===== config.mk =====
export PLATFORM = sky130hd
export DESIGN_NAME = bf_core
export DESIGN_NICKNAME = d
export VERILOG_FILES = /design/src/rtl/bf_pkg.sv /design/src/rtl/bf_loop_stack.sv /design/src/rtl/bf_core.sv
export SDC_FILE = /design/constraint.sdc
export NUM_CORES = 1
export LEC_CHECK = 0
export BUFFER_PORTS_ARGS = -buffer_cell sky130_fd_sc_hd__buf_4
export CELL_PAD_IN_SITES_DETAIL_PLACEMENT = 1
export CELL_PAD_IN_SITES_GLOBAL_PLACEMENT = 2
export CORE_AREA = 3 3 167 169
export CTS_CLUSTER_DIAMETER = 60
export DETAILED_ROUTE_END_ITERATION = 8
export DIE_AREA = 0 0 170 172
export PLACE_DENSITY_LB_ADDON = 0.1
export SLEW_MARGIN = 20
export SYNTH_ARGS = -nofsm -noshare
export SYNTH_HDL_FRONTEND = slang
export SYNTH_SLANG_ARGS = --single-unit

===== constraint.sdc =====
create_clock -name clock -period 3.6 [get_ports clock]
set_input_delay 0.36 -clock clock [delete_from_list [all_inputs] [get_ports clock]]
set_output_delay 0.36 -clock clock [all_outputs]
set_load 0.01 [all_outputs]

===== src/rtl/bf_pkg.sv =====
// -----------------------------------------------------------------------------
// bf_pkg
// Shared definitions for the bf_core Brainfuck execution core:
//   - default parameter values (cell width, address widths, loop-stack depth)
//   - the controller state enumeration
//   - the ASCII opcode constants the core decodes
// Imported by bf_core and bf_loop_stack.
// -----------------------------------------------------------------------------
package bf_pkg;

    // Default build parameters
    localparam int BF_DATA_W_DEF      = 8;
    localparam int BF_DADDR_W_DEF     = 8;
    localparam int BF_IADDR_W_DEF     = 8;
    localparam int BF_STACK_DEPTH_DEF = 16;

    // Controller states
    typedef enum logic [2:0] {
        ST_RUN      = 3'd0,
        ST_SCAN     = 3'd1,
        ST_WAIT_IN  = 3'd2,
        ST_WAIT_OUT = 3'd3,
        ST_HALT     = 3'd4
    } bf_state_e;

    // ASCII opcodes
    localparam logic [7:0] OP_INC   = 8'h2B;  // '+'
    localparam logic [7:0] OP_DEC   = 8'h2D;  // '-'
    localparam logic [7:0] OP_LEFT  = 8'h3C;  // '<'
    localparam logic [7:0] OP_RIGHT = 8'h3E;  // '>'
    localparam logic [7:0] OP_LOOP  = 8'h5B;  // '['
    localparam logic [7:0] OP_END   = 8'h5D;  // ']'
    localparam logic [7:0] OP_OUT   = 8'h2E;  // '.'
    localparam logic [7:0] OP_IN    = 8'h2C;  // ','
    localparam logic [7:0] OP_HALT  = 8'h00;  // program terminator

endpackage


===== src/rtl/bf_loop_stack.sv =====
// -----------------------------------------------------------------------------
// bf_loop_stack
// LIFO holding the instruction addresses of open '[' loops.
// Ports:
//   clock      in   rising-edge clock
//   reset      in   asynchronous active-low reset (empties the stack)
//   push       in   push push_data (ignored when full)
//   pop        in   discard top entry (ignored when empty)
//   push_data  in   W   address to push
//   top        out  W   most recently pushed entry (0 when empty)
//   full       out  all DEPTH entries in use
//   empty      out  no entries in use
// -----------------------------------------------------------------------------
module bf_loop_stack
    import bf_pkg::*;
#(
    parameter int DEPTH = BF_STACK_DEPTH_DEF,
    parameter int W     = BF_IADDR_W_DEF
) (
    input  logic         clock,
    input  logic         reset,
    input  logic         push,
    input  logic         pop,
    input  logic [W-1:0] push_data,
    output logic [W-1:0] top,
    output logic         full,
    output logic         empty
);

    localparam int CW = $clog2(DEPTH + 1);
    localparam int AW = (DEPTH > 1) ? $clog2(DEPTH) : 1;

    logic [CW-1:0] count_q;
    logic [CW-1:0] count_d;
    logic [W-1:0]  mem_q [DEPTH];
    logic [W-1:0]  mem_d [DEPTH];
    logic [AW-1:0] wr_idx_s;
    logic [AW-1:0] top_idx_s;

    assign full  = (count_q == CW'(DEPTH));
    assign empty = (count_q == {CW{1'b0}});

    // Entry indices derived from the occupancy count
    always_comb begin
        wr_idx_s  = AW'(count_q);
        top_idx_s = AW'(count_q - CW'(1'b1));
        if (empty) begin
            top = {W{1'b0}};
        end else begin
            top = mem_q[top_idx_s];
        end
    end

    // Next-state for storage and occupancy; push has priority over pop
    always_comb begin
        count_d = count_q;
        for (int i = 0; i < DEPTH; i++) begin
            mem_d[i] = mem_q[i];
        end
        if (push && !full) begin
            mem_d[wr_idx_s] = push_data;
            count_d         = count_q + CW'(1'b1);
        end else if (pop && !empty) begin
            count_d = count_q - CW'(1'b1);
        end else begin
            count_d = count_q;
        end
    end

    // Storage and occupancy registers
    always_ff @(posedge clock or negedge reset) begin
        if (!reset) begin
            count_q <= {CW{1'b0}};
            for (int i = 0; i < DEPTH; i++) begin
                mem_q[i] <= {W{1'b0}};
            end
        end else begin
            count_q <= count_d;
            for (int i = 0; i < DEPTH; i++) begin
                mem_q[i] <= mem_d[i];
            end
        end
    end

endmodule


===== src/rtl/bf_core.sv =====
// -----------------------------------------------------------------------------
// bf_core
// Brainfuck execution core. Fetches ASCII opcodes from an external program
// memory and operates on an external data memory, one opcode per cycle in RUN.
// Optional feature macro: BF_DATA_WRAP_EN -- when defined the data pointer
// wraps at both ends; otherwise moving past either end halts with error.
// Ports:
//   clock                 in   rising-edge clock
//   reset                 in   asynchronous active-low reset
//   instptr / instr       out/in  instruction address / opcode (comb. read)
//   dataptr / data        out/in  data address / cell value (comb. read)
//   memval / memwrite     out  write value and strobe, written at next edge
//   in_data/in_valid/in_ready     input stream handshake
//   out_data/out_valid/out_ready  output stream handshake
//   halted / error        out  program finished or faulted / fault flag
// -----------------------------------------------------------------------------
module bf_core
    import bf_pkg::*;
#(
    parameter int DATA_W      = BF_DATA_W_DEF,
    parameter int DADDR_W     = BF_DADDR_W_DEF,
    parameter int IADDR_W     = BF_IADDR_W_DEF,
    parameter int STACK_DEPTH = BF_STACK_DEPTH_DEF
) (
    input  logic               clock,
    input  logic               reset,
    output logic [IADDR_W-1:0] instptr,
    input  logic [7:0]         instr,
    output logic [DADDR_W-1:0] dataptr,
    input  logic [DATA_W-1:0]  data,
    output logic [DATA_W-1:0]  memval,
    output logic               memwrite,
    input  logic [DATA_W-1:0]  in_data,
    input  logic               in_valid,
    output logic               in_ready,
    output logic [DATA_W-1:0]  out_data,
    output logic               out_valid,
    input  logic               out_ready,
    output logic               halted,
    output logic               error
);

    localparam logic [IADDR_W:0] DEPTH_ONE = {{IADDR_W{1'b0}}, 1'b1};

    bf_state_e          state_q,   state_d;
    logic [IADDR_W-1:0] instptr_q, instptr_d;
    logic [DADDR_W-1:0] dataptr_q, dataptr_d;
    logic [IADDR_W:0]   depth_q,   depth_d;
    logic [DATA_W-1:0]  out_data_q, out_data_d;
    logic               error_q,   error_d;

    logic [DATA_W-1:0]  memval_s;
    logic               memwrite_s;
    logic               adv_s;       // current instruction completes with instptr+1
    logic               at_last_s;   // instptr is the final program address
    logic               push_s;
    logic               pop_s;
    logic [IADDR_W-1:0] top_s;
    logic               full_s;
    logic               empty_s;

    bf_loop_stack #(
        .DEPTH (STACK_DEPTH),
        .W     (IADDR_W)
    ) u_stack (
        .clock     (clock),
        .reset     (reset),
        .push      (push_s),
        .pop       (pop_s),
        .push_data (instptr_q),
        .top       (top_s),
        .full      (full_s),
        .empty     (empty_s)
    );

    assign at_last_s = (instptr_q == {IADDR_W{1'b1}});

    // Next-state, datapath and write-strobe decode
    always_comb begin
        state_d    = state_q;
        instptr_d  = instptr_q;
        dataptr_d  = dataptr_q;
        depth_d    = depth_q;
        out_data_d = out_data_q;
        error_d    = error_q;
        memval_s   = {DATA_W{1'b0}};
        memwrite_s = 1'b0;
        adv_s      = 1'b0;
        push_s     = 1'b0;
        pop_s      = 1'b0;

        case (state_q)
            ST_RUN: begin
                case (instr)
                    OP_INC: begin
                        memval_s   = data + DATA_W'(1'b1);
                        memwrite_s = 1'b1;
                        adv_s      = 1'b1;
                    end
                    OP_DEC: begin
                        memval_s   = data - DATA_W'(1'b1);
                        memwrite_s = 1'b1;
                        adv_s      = 1'b1;
                    end
                    OP_RIGHT: begin
`ifdef BF_DATA_WRAP_EN
                        dataptr_d = dataptr_q + DADDR_W'(1'b1);
                        adv_s     = 1'b1;
`else
                        if (dataptr_q == {DADDR_W{1'b1}}) begin
                            state_d = ST_HALT;
                            error_d = 1'b1;
                        end else begin
                            dataptr_d = dataptr_q + DADDR_W'(1'b1);
                            adv_s     = 1'b1;
                        end
`endif
                    end
                    OP_LEFT: begin
`ifdef BF_DATA_WRAP_EN
                        dataptr_d = dataptr_q - DADDR_W'(1'b1);
                        adv_s     = 1'b1;
`else
                        if (dataptr_q == {DADDR_W{1'b0}}) begin
                            state_d = ST_HALT;
                            error_d = 1'b1;
                        end else begin
                            dataptr_d = dataptr_q - DADDR_W'(1'b1);
                            adv_s     = 1'b1;
                        end
`endif
                    end
                    OP_IN: begin
                        state_d = ST_WAIT_IN;
                    end
                    OP_OUT: begin
                        // Capture now so the beat stays stable while stalled
                        out_data_d = data;
                        state_d    = ST_WAIT_OUT;
                    end
                    OP_LOOP: begin
                        if (data != {DATA_W{1'b0}}) begin
                            if (full_s) begin
                                state_d = ST_HALT;
                                error_d = 1'b1;
                            end else begin
                                push_s = 1'b1;
                                adv_s  = 1'b1;
                            end
                        end else begin
                            state_d = ST_SCAN;
                            depth_d = DEPTH_ONE;
                            adv_s   = 1'b1;
                        end
                    end
                    OP_END: begin
                        if (empty_s) begin
                            state_d = ST_HALT;
                            error_d = 1'b1;
                        end else if (data != {DATA_W{1'b0}}) begin
                            // Re-enter the body just past the matching '['
                            instptr_d = top_s + IADDR_W'(1'b1);
                        end else begin
                            pop_s = 1'b1;
                            adv_s = 1'b1;
                        end
                    end
                    OP_HALT: begin
                        state_d = ST_HALT;
                        error_d = 1'b0;
                    end
                    default: begin
                        adv_s = 1'b1;
                    end
                endcase
            end
            ST_SCAN: begin
                case (instr)
                    OP_HALT: begin
                        state_d = ST_HALT;
                        error_d = 1'b1;
                    end
                    OP_LOOP: begin
                        depth_d = depth_q + DEPTH_ONE;
                        adv_s   = 1'b1;
                    end
                    OP_END: begin
                        depth_d = depth_q - DEPTH_ONE;
                        adv_s   = 1'b1;
                        if (depth_q == DEPTH_ONE) begin
                            state_d = ST_RUN;
                        end else begin
                            state_d = ST_SCAN;
                        end
                    end
                    default: begin
                        adv_s = 1'b1;
                    end
                endcase
            end
            ST_WAIT_IN: begin
                if (in_valid) begin
                    memval_s   = in_data;
                    memwrite_s = 1'b1;
                    state_d    = ST_RUN;
                    adv_s      = 1'b1;
                end else begin
                    state_d = ST_WAIT_IN;
                end
            end
            ST_WAIT_OUT: begin
                if (out_ready) begin
                    state_d = ST_RUN;
                    adv_s   = 1'b1;
                end else begin
                    state_d = ST_WAIT_OUT;
                end
            end
            ST_HALT: begin
                state_d = ST_HALT;
            end
            default: begin
                state_d = ST_HALT;
                error_d = 1'b1;
            end
        endcase

        // Running off the end of program memory is a clean finish
        if (adv_s && at_last_s) begin
            state_d = ST_HALT;
            error_d = 1'b0;
        end else begin
            instptr_d = adv_s ? (instptr_q + IADDR_W'(1'b1)) : instptr_d;
        end
    end

    // Controller state and datapath registers
    always_ff @(posedge clock or negedge reset) begin
        if (!reset) begin
            state_q    <= ST_RUN;
            instptr_q  <= {IADDR_W{1'b0}};
            dataptr_q  <= {DADDR_W{1'b0}};
            depth_q    <= {(IADDR_W + 1){1'b0}};
            out_data_q <= {DATA_W{1'b0}};
            error_q    <= 1'b0;
        end else begin
            state_q    <= state_d;
            instptr_q  <= instptr_d;
            dataptr_q  <= dataptr_d;
            depth_q    <= depth_d;
            out_data_q <= out_data_d;
            error_q    <= error_d;
        end
    end

    // The write strobe is decoded from the current opcode so the cell updates
    // at the same edge the instruction retires; reset masks it immediately.
    assign memwrite  = memwrite_s & reset;
    assign memval    = reset ? memval_s : {DATA_W{1'b0}};
    assign instptr   = instptr_q;
    assign dataptr   = dataptr_q;
    assign out_data  = out_data_q;
    assign in_ready  = (state_q == ST_WAIT_IN);
    assign out_valid = (state_q == ST_WAIT_OUT);
    assign halted    = (state_q == ST_HALT);
    assign error     = error_q;

endmodule


---- After elaboration in Yosys (flattened, before gate mapping) ----
Cells that the tools add are included.
storage, ports and cells
  register bits after elaboration ......... 170
  input bits .............................. 28
  output and inout port bits .............. 37
  logic and storage cells ................. 158
cells by class
  add/sub/neg operators ................... 10
  order comparisons ....................... 3
  eq/ne operators ......................... 32
  muxes and demuxes ....................... 65
  bitwise logic cells ..................... 3
  reduce and logical (&&, ||, !) cells .... 22
operators by type and width
  operator             number
  $bwmux 128           1
  $mux 8               14
  $eq 8x6->1 const B   6
  $pmux 8 s2           3
  $pmux 9 s2           2
  $add 8x1->8 const B  4
  $bmux 8 s4           1
  $demux 8 s4          1
  $mux 1               23
  $pmux 3 s7           1
  $mux 3               6
  $mux 9               2
  $eq 8x7->1 const B   2
  $eq 8x8->1 const B   2
  $logic_not 8->1      2
  $sub 8x1->8 const B  2
  $ne 4x3->1 const B   3
  $ne 4x4->1 const B   3
  $pmux 3 s4           1
  $ge 5x5->1 const B   2
  $mux 5               2
  $not 4->5            2
  $pmux 1 s5           2
  $add 9x1->9 const B  1
  other kinds (33)     47

---- Logic depth before layout (Yosys ltp) ----
Gate-level depths: netlist (run 1).
  depth in word-level cells ............... 13
  depth in mapped cells ................... 15
  mapped depth without buffers ............ 11

---- Modules after synthesis ----
A second synthesis (run 1) with hierarchy kept.
unflattened totals
  cells, all modules ...................... 754
  area total of the unflattened synthesis .. 9316.4 um2
modules (own cells, without submodules)
  module         times used  cells an instance  area an instance (um2)  sequential area each (um2)
  bf_loop_stack  1           407                6336.1                  3328.2
  bf_core        1           347                2980.4                  925.9

---- Worst setup path after synthesis (run 1) ----
No wires, ideal clock.
  kind .................................... register -> register
  start ................................... reg u_stack.count_q[0]
  end ..................................... reg instptr_q[6] (netlist: instptr[6])
  setup time .............................. 119 ps
  data arrival time ....................... 3730 ps
  data required time ...................... 3481 ps
  slack ................................... -249 ps
  cell stages (with the launch flop) ...... 15
  path buffers ............................ 5
  period minus slack after synthesis ...... 3849 ps
  path through ............................ dfrtp_1 > buf_2 > buf_2 > inv_1 > ha_1 > buf_2 > buf_2 > buf_1 > mux4_2 > mux4_2 > and2_1 > ha_1 > or4b_1 > xor2_1 > o21ba_2
on the way
  longest elaborated chain between the ends .. 13
  elaborated cells on any way between the ends .. 21
  those cells by class .................... add/sub (2); eq/ne (1); mux (15); bitwise (1); reduce/logical (2)
RTL lines
  what                                       line                 text
  from (decl)                                bf_loop_stack.sv:33  logic [CW-1:0] count_q;
  from (signal assigned)                     bf_loop_stack.sv:73  count_q <= {CW{1'b0}};
  from (signal assigned)                     bf_loop_stack.sv:78  count_q <= count_d;
  $sub 5x1->5                                bf_loop_stack.sv:46  top_idx_s = AW'(count_q - CW'(1'b1));
  $not 4->5 (implied by the code)            bf_loop_stack.sv:50  top = mem_q[top_idx_s];
  $bmux 8 s4                                 bf_loop_stack.sv:50
  $mux 8 (implied by the code) (2 in a row)  bf_loop_stack.sv:50
  $mux 8                                     bf_loop_stack.sv:47  if (empty) begin
  $add 8x1->8                                bf_core.sv:162       instptr_d = top_s + IADDR_W'(1'b1);
  $mux 8                                     bf_core.sv:160       end else if (data != {DATA_W{1'b0}}) begin
  $mux 8                                     bf_core.sv:157       if (empty_s) begin
  $mux 8                                     bf_core.sv:94        case (instr)
  $mux 8                                     bf_core.sv:92        case (state_q)
  $mux 8                                     bf_core.sv:233       instptr_d = adv_s ? (instptr_q + IADDR_W'(1'b1)) : instptr_d;
  $mux 8 (*)                                 bf_core.sv:229       if (adv_s && at_last_s) begin
  net instptr_d[6]                           bf_core.sv:46        logic [IADDR_W-1:0] instptr_q, instptr_d;
  to (signal assigned)                       bf_core.sv:241       instptr_q <= {IADDR_W{1'b0}};
  to (signal assigned)                       bf_core.sv:248       instptr_q <= instptr_d;
  to (decl)                                  bf_core.sv:46
The timed path passes the listed nets; every way through them passes the cells marked *. The select of a mux whose other input is x is not followed.
A chain may end at the register's enable or synchronous reset.

---- Final worst setup path (run 1) ----
  start ................................... in instr[4]
  end ..................................... out memval[7]
on the way
  longest elaborated chain between the ends .. 4
  elaborated cells on any way between the ends .. 5
  those cells by class .................... eq/ne (2); mux (3)
RTL lines
  what            line            text
  from (decl)     bf_core.sv:28   input logic [7:0] instr,
  $eq 8x6->1      bf_core.sv:94
  $pmux 8 s2 (*)  bf_core.sv:94
  $pmux 8 s2 (*)  bf_core.sv:92
  $mux 8 (*)      bf_core.sv:259  assign memval = reset ? memval_s : {DATA_W{1'b0}};
  to (decl)       bf_core.sv:31   output logic [DATA_W-1:0] memval,
Mark *: on every way between the ends. The rest lies on a longest branch, timed or not.

==> flow_summary.yaml, run 1 <==
run_status:
  outcome: "completed"
detailed_routing:
  vias: 6547
  avgViaCountPerCell: 5.45
  detail_route.wirelength_um: 26300
  post-route-drc-count: 0
  initialDrtViolationCount: 247
  routedWlPerCell_um: 21.9
  ant_nets: 0
  number_of_detailed_route_iterations_in_the_first_pass: 4
synth:
  postSynth.asyncResetShare_pct: 100
  yosysSeqAreaShare_pct: 46.1
  synthesis.nets: 821
  synth.lib_cells_used.distinct: 68
  postSynthRegisterBits: 170
  synth_area_per_cell_sq_um: 12.0
  synthesis.instances: 769
  syn_area_sq_um: 9240
  synthesis.yosys.warnings: 0
  synth_enable_flop_cells: 0
  ys_dominant_reg_cell: "sky130_fd_sc_hd__dfrtp_1"
timing:
  period_minus_slack_ns: 3.26
  worst_slew_pin_slew_ns: 0.892
  post-route-worst-setup-slack_ns: 0.336
  fin_setup_tns_ns: 0
  hold_viol_final: 0
  final.period_utilization_pct: 90.7
  worst_hold_slack_ns: 0.199
  worst_case_headroom_to_the_max_slew_limit_pct: 40.1
  timing_max_transition_violations_final: 0
  setup-violations-final: 0
  clock_skew_ns: 0.0215
  fmax_mhz: 306
  rsz0062_at_grt: "false"
pwr:
  max-vdd-ir-drop_mv: 0.216
  leakagePower_nw: 5.04
  power-per-cell-area_nw_per_um2: 360
  power_total_mw: 3.92
clocking:
  cts_sinks: 170
  clockBufferDepth: 2
  clock_buffers_created_by_tritoncts: 17
  cts_tree: "built"
  worst_skew_pair.late_latency_ns: 0.44
  ctsRootBufferMaster: "sky130_fd_sc_hd__clkbuf_16"
  cts_htree_levels: 4
  clock_pin_slew_worst_setup_and_hold_paths_ns: 0.08
global_route:
  grt_first_pass_wirelength_um: 42300
  via_count_of_the_first_global_routing_pass: 7244
  grt_max_degree: 127
  global_route.overflow_total: 0
  antenna_found_initial: 0
  grtUsageTotal_pct: 18.7
finish:
  top_library_cells_by_usage_in_the_layout_fill_and_taps_aside: "sky130_fd_sc_hd__dfrtp_1, sky130_fd_sc_hd__mux2_2, sky130_fd_sc_hd__buf_4, sky130_fd_sc_hd__nand2_1, sky130_fd_sc_hd__nor2_1"
  nNetsFinal: 901
  antenna_cells_inserted: 0
  share_of_the_core_filled_with_cells_pct: 40.8
  num-fill-cells: 2839
  syn_to_final_growth_pct: 18.0
  final_common_cell: "sky130_fd_sc_hd__dfrtp_1"
  fraction_of_layout_cells_with_a_size_suffix_above_1_pct: 37.3
setup_path:
  worst_setup_path_end_kind: "primary output"
  worstPathRequired_ns: 3.24
  worstSetupStartpointType: "primary input"
  arrival_ns: 2.90
  crit_path_max_fanout: 5
  kind_of_critical_path: "in -> out"
placed_design:
  quantity_of_i_o_buffers_inserted_on_ports: 64
  detailedPlace.worstSlack_ns: 0.0657
  final_gp_congestion: 0.820
  place.detailed.hpwl_um: 18500
die:
  ios: 65
  placementRows: 60
  floorplan.initialDensity_pct: 34.6
  die_width_um: 170
  core_region_area_sq_um: 26700
  chipHeight_um: 172
  fp.dieArea_sq_um: 29200
run:
  cap_viol_max_count: 0
worst_hold_path:
  hold_path.class: "in -> reg"
==> synth_stat cells (3+ instances only) <==
cell	count	area (sq um)
sky130_fd_sc_hd__nand2_1	46	173
sky130_fd_sc_hd__xnor2_1	14	123
sky130_fd_sc_hd__ha_1	22	275
sky130_fd_sc_hd__o41ai_1	3	26.3
sky130_fd_sc_hd__o22ai_1	7	43.8
sky130_fd_sc_hd__mux2i_1	17	170
sky130_fd_sc_hd__mux2_1	7	78.8
sky130_fd_sc_hd__a21o_1	5	37.5
sky130_fd_sc_hd__nor3_1	8	40.0
sky130_fd_sc_hd__nand2b_1	8	50.1
sky130_fd_sc_hd__or4_1	6	45.0
sky130_fd_sc_hd__nor2_1	47	176
sky130_fd_sc_hd__nand3_1	11	55.1
sky130_fd_sc_hd__a22o_1	8	70.1
sky130_fd_sc_hd__xor2_1	12	105
sky130_fd_sc_hd__clkbuf_1	25	93.8
sky130_fd_sc_hd__nor2_2	12	75.1
sky130_fd_sc_hd__a22oi_1	7	52.6
sky130_fd_sc_hd__dfrtp_1	170	4250
sky130_fd_sc_hd__and2_1	5	31.3
sky130_fd_sc_hd__nor4_1	13	81.3
sky130_fd_sc_hd__nor3b_1	3	22.5
sky130_fd_sc_hd__or3_1	9	56.3
sky130_fd_sc_hd__inv_1	16	60.1
sky130_fd_sc_hd__mux4_2	31	698
sky130_fd_sc_hd__buf_2	12	60.1
sky130_fd_sc_hd__nand4_1	8	50.1
sky130_fd_sc_hd__and3_1	3	18.8
sky130_fd_sc_hd__a211oi_1	4	30.0
sky130_fd_sc_hd__or2_2	3	18.8
sky130_fd_sc_hd__mux2_2	130	1460
sky130_fd_sc_hd__a21oi_1	21	105
sky130_fd_sc_hd__o21bai_1	4	30.0
sky130_fd_sc_hd__o21ai_0	28	140
==> metrics by stage <==
| stage | std cells | instance area [sq um] |
|---|---|---|
| 4_1_cts | 1200 | 10900 |
| 2_1_floorplan | 769 | 9240 |
| 6_report | 1202 | 10900 |
| 3_5_place_dp | 1168 | 10300 |
| 3_3_place_gp | 1168 | 10300 |
| 5_1_grt | 1202 | 10900 |
==> path summary, 6_finish.rpt <==
path                                         start            endpoint  slack, ns  cells past startpoint
worst max-delay path                      instr[4]           memval[7]       0.34                     13
worst min-delay path                       data[2]         out_data[2]       0.20                      2
worst max register to register          state_q[1]  u_stack.mem_q[106]       0.38                      6
worst min register to register  u_stack.mem_q[101]  u_stack.mem_q[101]       0.50                      1
max in group asynchronous                    reset  u_stack.count_q[0]       1.99                      3
min in group asynchronous                    reset          dataptr[4]       0.40                      2
==> cells by family (layout without fill, tap and decap cells) <==
group / after synthesis / in the layout / synth area share [%]
XOR/XNOR: 26 / 26 / 2.47
buffers and inverters: 56 / 148 / 2.48
multiplexers: 185 / 185 / 26.1
adder cells (fa/ha/maj): 24 / 24 / 3.41
AO/OA/AOI/OAI: 109 / 109 / 7.86
flip-flops: 170 / 170 / 46.1
AND/OR/NAND/NOR: 199 / 199 / 11.6
==> flip-flops by register name, indices dropped and copies added, names as in the netlist <==
register,cells
instptr,8
state_q,3
u_stack.count_q,5
error,1
out_data,8
u_stack.mem_q,128
dataptr,8
depth_q,9
==> power by group <==
group / leakage [nW] / internal [mW] / switching, mW
clock: 0.293 / 0.996 / 0.906
sequential: 2.35 / 1.91 / 0.00115
combinational: 2.40 / 0.0384 / 0.0715
total: 5.04 / 2.94 / 0.978
==> cell type report <==
| class | count | area, sq um | area share (%) |
|---|---|---|---|
| sequential | 170 | 4260 | 39.1 |
| tap | 341 | 427 | 3.92 |
| timing repair buffer | 101 | 790 | 7.25 |
| multi-input combinational | 543 | 4770 | 43.8 |
| inverter | 16 | 60.1 | 0.551 |
| clock inverter | 14 | 166 | 1.53 |
| clock buffer | 17 | 425 | 3.90 |
==> what timing repair did <==
| action | in CTS | in global routing |
|---|---|---|
| setup endpoints to repair | 0 | 1 |
| buffers inserted | 0 | 2 |
| hold endpoints to repair | 44 | 0 |
| hold buffers | 1 | 0 |
| resized for setup | 0 | 3 |
==> worst max-delay path, stage by stage <==
cell,delay [ns]
sky130_fd_sc_hd__buf_4,0.13
sky130_fd_sc_hd__nor3_1,0.18
sky130_fd_sc_hd__nand2_1,0.14
sky130_fd_sc_hd__nor2_4,0.19
sky130_fd_sc_hd__ha_1,0.26
sky130_fd_sc_hd__a21o_1,0.18
sky130_fd_sc_hd__a21oi_1,0.21
sky130_fd_sc_hd__o21bai_1,0.10
sky130_fd_sc_hd__a21oi_2,0.17
sky130_fd_sc_hd__o21ai_0,0.14
sky130_fd_sc_hd__or3b_2,0.46
sky130_fd_sc_hd__a31oi_1,0.22
sky130_fd_sc_hd__buf_4,0.16
==> layer usage <==
metal  GRT usage, %  share of wire [%]
met1           24.7                 46
met2           33.1                 51
met3           2.56                2.5
met4           4.13               0.72
met5              0                  0
Note: power is estimated with default switching activity, not from simulation.
==> run 2: changes to the inputs <==
Settings changed: CELL_PAD_IN_SITES_DETAIL_PLACEMENT 1 to unset, CELL_PAD_IN_SITES_GLOBAL_PLACEMENT 2 to unset, PLACE_DENSITY_LB_ADDON 0.1 to unset.
==> run 2 against run 1 <==
Against the previous run:
- total power down 0.56%
- final cell count shrank 0.33%
- largest cell class unchanged
- final area down 0.36%
- highest routed layer unchanged
==> flow_summary.yaml, run 2 (synthesized netlist as in run 1, its figures left out) <==
detailed_routing:
  detail_route.wirelength_um: 22600
  vias: 6368
  initialDrtViolationCount: 398
  avgViaCountPerCell: 5.32
  post-route-drc-count: 0
  routedWlPerCell_um: 18.9
  number_of_detailed_route_iterations_in_the_first_pass: 5
  ant_nets: 0
global_route:
  antenna_found_initial: 0
  global_route.overflow_total: 0
  grt_max_degree: 73
  grt_first_pass_wirelength_um: 35900
  via_count_of_the_first_global_routing_pass: 6278
  grtUsageTotal_pct: 15.7
timing:
  hold_viol_final: 0
  clock_skew_ns: 0.0110
  rsz0062_at_grt: "false"
  setup-violations-final: 0
  timing_max_transition_violations_final: 0
  worst_case_headroom_to_the_max_slew_limit_pct: 39.2
  fmax_mhz: 310
  period_minus_slack_ns: 3.22
  worst_slew_pin_slew_ns: 0.912
  final.period_utilization_pct: 89.5
  fin_setup_tns_ns: 0
die:
  placementRows: 60
  ios: 65
  fp.dieArea_sq_um: 29200
  die_width_um: 170
  floorplan.initialDensity_pct: 34.6
  core_region_area_sq_um: 26700
  chipHeight_um: 172
finish:
  fraction_of_layout_cells_with_a_size_suffix_above_1_pct: 36.8
  final_common_cell: "sky130_fd_sc_hd__dfrtp_1"
  largest_registers: "u_stack.mem_q (128), depth_q (9)"
  top_reg_by_flops: "u_stack.mem_q"
  finalNonFillerCells: 1198
  top_library_cells_by_usage_in_the_layout_fill_and_taps_aside: "sky130_fd_sc_hd__dfrtp_1, sky130_fd_sc_hd__mux2_2, sky130_fd_sc_hd__buf_4, sky130_fd_sc_hd__nor2_1, sky130_fd_sc_hd__nand2_1"
  num-fill-cells: 2558
  largest_register_ff_count: 128
  antenna_cells_inserted: 0
  nNetsFinal: 898
  syn_to_final_growth_pct: 17.5
clocking:
  clock_pin_slew_worst_setup_and_hold_paths_ns: 0.07
  ctsRootBufferMaster: "sky130_fd_sc_hd__clkbuf_16"
  cts_tree: "built"
  cts_htree_levels: 4
  cts_sinks: 170
  clock_buffers_created_by_tritoncts: 17
  cts_resized: 0
  worst_skew_pair.late_latency_ns: 0.43
  clockBufferDepth: 2
setup_path:
  slowest_library_cell_on_the_worst_path: "sky130_fd_sc_hd__or4b_2"
  worstSetupStartpointType: "flop"
  worst_setup_path_end_kind: "flop"
  crit_path_cell_trace: "inv_1 -> ha_1 -> or4b_2 -> nand4_1 -> nor2_1 -> nor4_1 -> o31ai_1 -> o21ai_0 -> o21ba_2"
  worstPathRequired_ns: 3.93
  kind_of_critical_path: "reg -> reg"
  worst_path_largest_cell_delay_ns: 0.76
  arrival_ns: 3.55
  crit_path_max_fanout: 8
run:
  cap_viol_max_count: 0
placed_design:
  final_gp_congestion: 0.846
  post-place-cells: 1167
  place.detailed.hpwl_um: 15600
  quantity_of_i_o_buffers_inserted_on_ports: 64
run_status:
  outcome: "completed"
pwr:
  leakagePower_nw: 5.02
  power-per-cell-area_nw_per_um2: 359
  max-vdd-ir-drop_mv: 0.286
worst_hold_path:
  hold_path.class: "in -> reg"
run 2: changes by cell type in the layout (fill, tap and decap cells not counted):
cell	previous run	this run
sky130_fd_sc_hd__inv_6	4	6
sky130_fd_sc_hd__a21oi_2	1	0
sky130_fd_sc_hd__inv_8	6	1
sky130_fd_sc_hd__clkinv_4	2	1
sky130_fd_sc_hd__a21oi_1	20	21
sky130_fd_sc_hd__clkinvlp_4	0	1
sky130_fd_sc_hd__buf_4	97	94
sky130_fd_sc_hd__nor2_4	1	0
sky130_fd_sc_hd__bufinv_16	1	2
sky130_fd_sc_hd__nor2_1	46	47
sky130_fd_sc_hd__clkinv_2	0	1
run 2: metal layers:
metal / global-route usage, % / part of all wire, % / wire [um]
met1: 21.8 / 48 / 10900
met2: 25.6 / 47 / 10500
met3: 2.95 / 4.0 / 897
met4: 4.20 / 1.3 / 295
met5: 0 / 0 / 0
run 2: final timing paths:
| check | startpoint | end | slack (ns) | depth (start not counted) |
|---|---|---|---|---|
| setup / recovery | u_stack.count_q[0] | instptr[6] | 0.38 | 9 |
| hold / removal | data[7] | out_data[7] | 0.19 | 2 |
| setup reg to reg | u_stack.count_q[0] | instptr[6] | 0.38 | 9 |
| hold reg to reg | u_stack.mem_q[96] | u_stack.mem_q[96] | 0.50 | 1 |
| max in group asynchronous | reset | u_stack.mem_q[32] | 1.99 | 3 |
| min in group asynchronous | reset | dataptr[2] | 0.39 | 2 |
run 2: cell type report:
type	instances	area [sq um]	share of cell area, %
inverter	16	60.1	0.553
tap	341	427	3.93
clock buffer	17	425	3.92
clock inverter	13	161	1.49
timing repair buffer	98	767	7.06
multi-input combinational	543	4760	43.9
sequential	170	4260	39.2
run 2: critical path, delay by kind of cell (launching register included):
family	cells	cell delay, ns
AND/OR/NAND/NOR	4	1.69
AO/OA/AOI/OAI	3	0.57
flip-flops	1	0.48
adder cells (fa/ha/maj)	1	0.23
buffers and inverters	1	0.16
run 2: power breakdown:
part,internal [mW],switching [mW]
clock,1.04,0.845
combinational,0.0370,0.0675
sequential,1.91,0.00153
run 2: per-stage QoR:
step	hold slack [ns]	instance area [sq um]	setup slack, ns	power, mW	util [%]
6_report	0.188	10900	0.378	3.90	40.6
5_1_grt	0.177	10900	0.129	4.02	40.6
4_1_cts	0.170	10900	0.360	3.95	40.6
3_5_place_dp	0.280	10300	0.365	2.06	38.4
3_3_place_gp	0.279	10300	0.425	2.05	38.4
2_1_floorplan	0.0644	9240	0.0724	1.97	-
run 2: what timing repair did:
item                                   in CTS  in global routing
endpoints found under the hold margin      30                  0
hold buffers                                1                  0
buffers inserted                            0                  0
==> run 3: changes to the inputs <==
Settings changed: RECOVER_POWER set to 50.
==> run 3 against run 2 <==
Against the previous run:
- the run now ends with capacitance limit, slew limit left
- non-clock buffer count is the same
- sequential power about the same
- highest routed layer unchanged
- flip-flop and latch count stayed put
- final cell count stayed put
==> flow_summary.yaml, run 3 (synthesized netlist as in run 1, its figures left out) <==
timing:
  post-route-worst-setup-slack_ns: 0.370
  setup-violations-final: 0
  hold_viol_final: 0
  final.period_utilization_pct: 89.7
  worst_slew_pin_slew_ns: 1.77
  fmax_mhz: 310
  period_minus_slack_ns: 3.23
  rsz0062_at_grt: "false"
  worst_case_headroom_to_the_max_slew_limit_pct: -17.9
  timing_max_transition_violations_final: 142
  fin_setup_tns_ns: 0
  worst_hold_slack_ns: 0.193
  clock_skew_ns: 0.00960
pwr:
  power-per-cell-area_nw_per_um2: 361
  switchingPower_mw: 0.905
  p_comb_share_pct: 2.6
  p_int_mw: 2.98
  leakagePower_nw: 4.93
  power_total_mw: 3.89
  max-vdd-ir-drop_mv: 0.286
  power.share.switching_pct: 23.3
  clkPwrFrac_pct: 48.2
  power_frac_seq_pct: 49.1
global_route:
  grtUsageTotal_pct: 15.7
  global_route.overflow_total: 0
  via_count_of_the_first_global_routing_pass: 6278
  grt_first_pass_wirelength_um: 35900
  antenna_found_initial: 0
  grt_max_degree: 73
worst_hold_path:
  min_path_cells: 2
  beginning_of_the_worst_hold_path: "data[7]"
  hold_path.class: "in -> reg"
  hold_end: "out_data[7]"
setup_path:
  worst_path_largest_cell_delay_ns: 0.45
  r2r.worst_path.cells: 10
  reg2reg_from: "u_stack.count_q[1]"
  crit-reg2reg-capture: "instptr[6]"
  cpLargestDelayFamily: "simple AND/OR/NAND/NOR gates"
  crit_path_cell_trace: "buf_4 -> nor3_1 -> nand2_1 -> nor2_1 -> buf_4 -> ha_1 -> a21oi_1 -> o21bai_1 -> a21oi_1 -> o21ai_0 -> or3b_2 -> a31oi_1 -> buf_4"
  worstSetupStartpointType: "primary input"
  worst-r2r-setup-slack_ns: 0.39
  timing.critical_path.mode_cell: "sky130_fd_sc_hd__buf_4"
  worstPathRequired_ns: 3.24
  crit_path_max_fanout: 7
  kind_of_critical_path: "in -> out"
  arrival_ns: 2.87
  slowest_library_cell_on_the_worst_path: "sky130_fd_sc_hd__or3b_2"
  worst_setup_path_end_kind: "primary output"
  worstPathBufferInverterCount: 3
finish:
  top_library_cells_by_usage_in_the_layout_fill_and_taps_aside: "sky130_fd_sc_hd__dfrtp_1, sky130_fd_sc_hd__mux2_2, sky130_fd_sc_hd__buf_4, sky130_fd_sc_hd__nor2_1, sky130_fd_sc_hd__nand2_1"
  syn_to_final_growth_pct: 16.7
  fraction_of_layout_cells_with_a_size_suffix_above_1_pct: 34.4
  final_common_cell: "sky130_fd_sc_hd__dfrtp_1"
  antenna_cells_inserted: 0
  largest_registers: "u_stack.mem_q (128), depth_q (9)"
  top_reg_by_flops: "u_stack.mem_q"
  largest_register_ff_count: 128
  nNetsFinal: 898
die:
  fp.dieArea_sq_um: 29200
  chipHeight_um: 172
  placementRows: 60
  die_width_um: 170
  core_region_area_sq_um: 26700
  ios: 65
  floorplan.initialDensity_pct: 34.6
detailed_routing:
  post-route-drc-count: 0
  avgViaCountPerCell: 5.34
  vias: 6400
  initialDrtViolationCount: 435
  number_of_detailed_route_iterations_in_the_first_pass: 5
  detail_route.wirelength_um: 22600
  ant_nets: 0
  routedWlPerCell_um: 18.8
run:
  cap_viol_max_count: 2
clocking:
  postCtsSetupBuffers: 0
  cts_sinks: 170
  clockBufferDepth: 2
  ctsRootBufferMaster: "sky130_fd_sc_hd__clkbuf_16"
  cts_tree: "built"
  cts_htree_levels: 4
  cts_resized: 0
  clock_pin_slew_worst_setup_and_hold_paths_ns: 0.07
  worst_skew_pair.late_latency_ns: 0.43
  clock_buffers_created_by_tritoncts: 17
placed_design:
  place.detailed.hpwl_um: 15600
  detailedPlace.worstSlack_ns: 0.365
  final_gp_congestion: 0.846
  quantity_of_i_o_buffers_inserted_on_ports: 64
run_status:
  outcome: "finished with violations"
  violations_in_the_final_reports: "capacitance limit, slew limit"
==> run 3: changes by cell type in the layout (fill, tap and decap cells not counted), sizes merged <==
cell    change
buf        -22
clkbuf     +22
==> run 3: power by group through the flow <==
stage | Sequential (mW) | Combinational (mW) | Clock [mW]
final | 1.91 | 0.103 | 1.88
after global routing | 1.91 | 0.117 | 1.99
after CTS | 1.91 | 0.108 | 1.93
after detailed placement | 1.95 | 0.107 | 0
after global placement | 1.95 | 0.106 | 0
after floorplan | 1.95 | 0.0255 | 0
==> run 3: through the flow <==
| step | utilization, % | std cells | cell area, sq um |
|---|---|---|---|
| global placement | 38.4 | 1167 | 10300 |
| finish | 40.3 | 1198 | 10800 |
| detailed placement | 38.4 | 1167 | 10300 |
| CTS | 40.6 | 1198 | 10900 |
| global route | 40.3 | 1198 | 10800 |
| floorplan | - | 769 | 9240 |
==> run 3: what timing repair did <==
item | in CTS | in global routing
endpoints found under the hold margin | 30 | 0
hold buffers | 1 | 0
setup endpoints to repair | 0 | 0
==> run 3: final cells by class <==
type / instances / area (sq um)
Inverter: 16 / 60.1
Tap cell: 341 / 427
Multi-Input combinational cell: 543 / 4760
Fill cell: 2571 / 15900
Clock buffer: 17 / 425
Sequential cell: 170 / 4260
Timing Repair Buffer: 98 / 687
Clock inverter: 13 / 161
==> run 3: worst max-delay path by stage <==
| stage | slack (ns) | from | endpoint | depth (start not counted) |
|---|---|---|---|---|
| detailed placement | 0.36 | instr[4] | memval[7] | 13 |
| CTS | 0.36 | instr[4] | memval[7] | 13 |
| floorplan | 0.07 | u_stack.count_q[0] | instptr[6] | 14 |
| finish | 0.37 | instr[4] | memval[7] | 13 |
| global placement | 0.42 | u_stack.count_q[0] | instptr[6] | 10 |
| global route | 0.13 | instr[4] | memval[7] | 13 |
==> run 3: routing by layer <==
metal | part of all wire [%] | vias up | global-route usage, %
met3 | 4.3 | 21 | 2.95
met5 | 0 | - | 0
met2 | 47 | 161 | 25.6
li1 | - | 3003 | -
met1 | 48 | 3215 | 21.8
met4 | 1.3 | 0 | 4.20
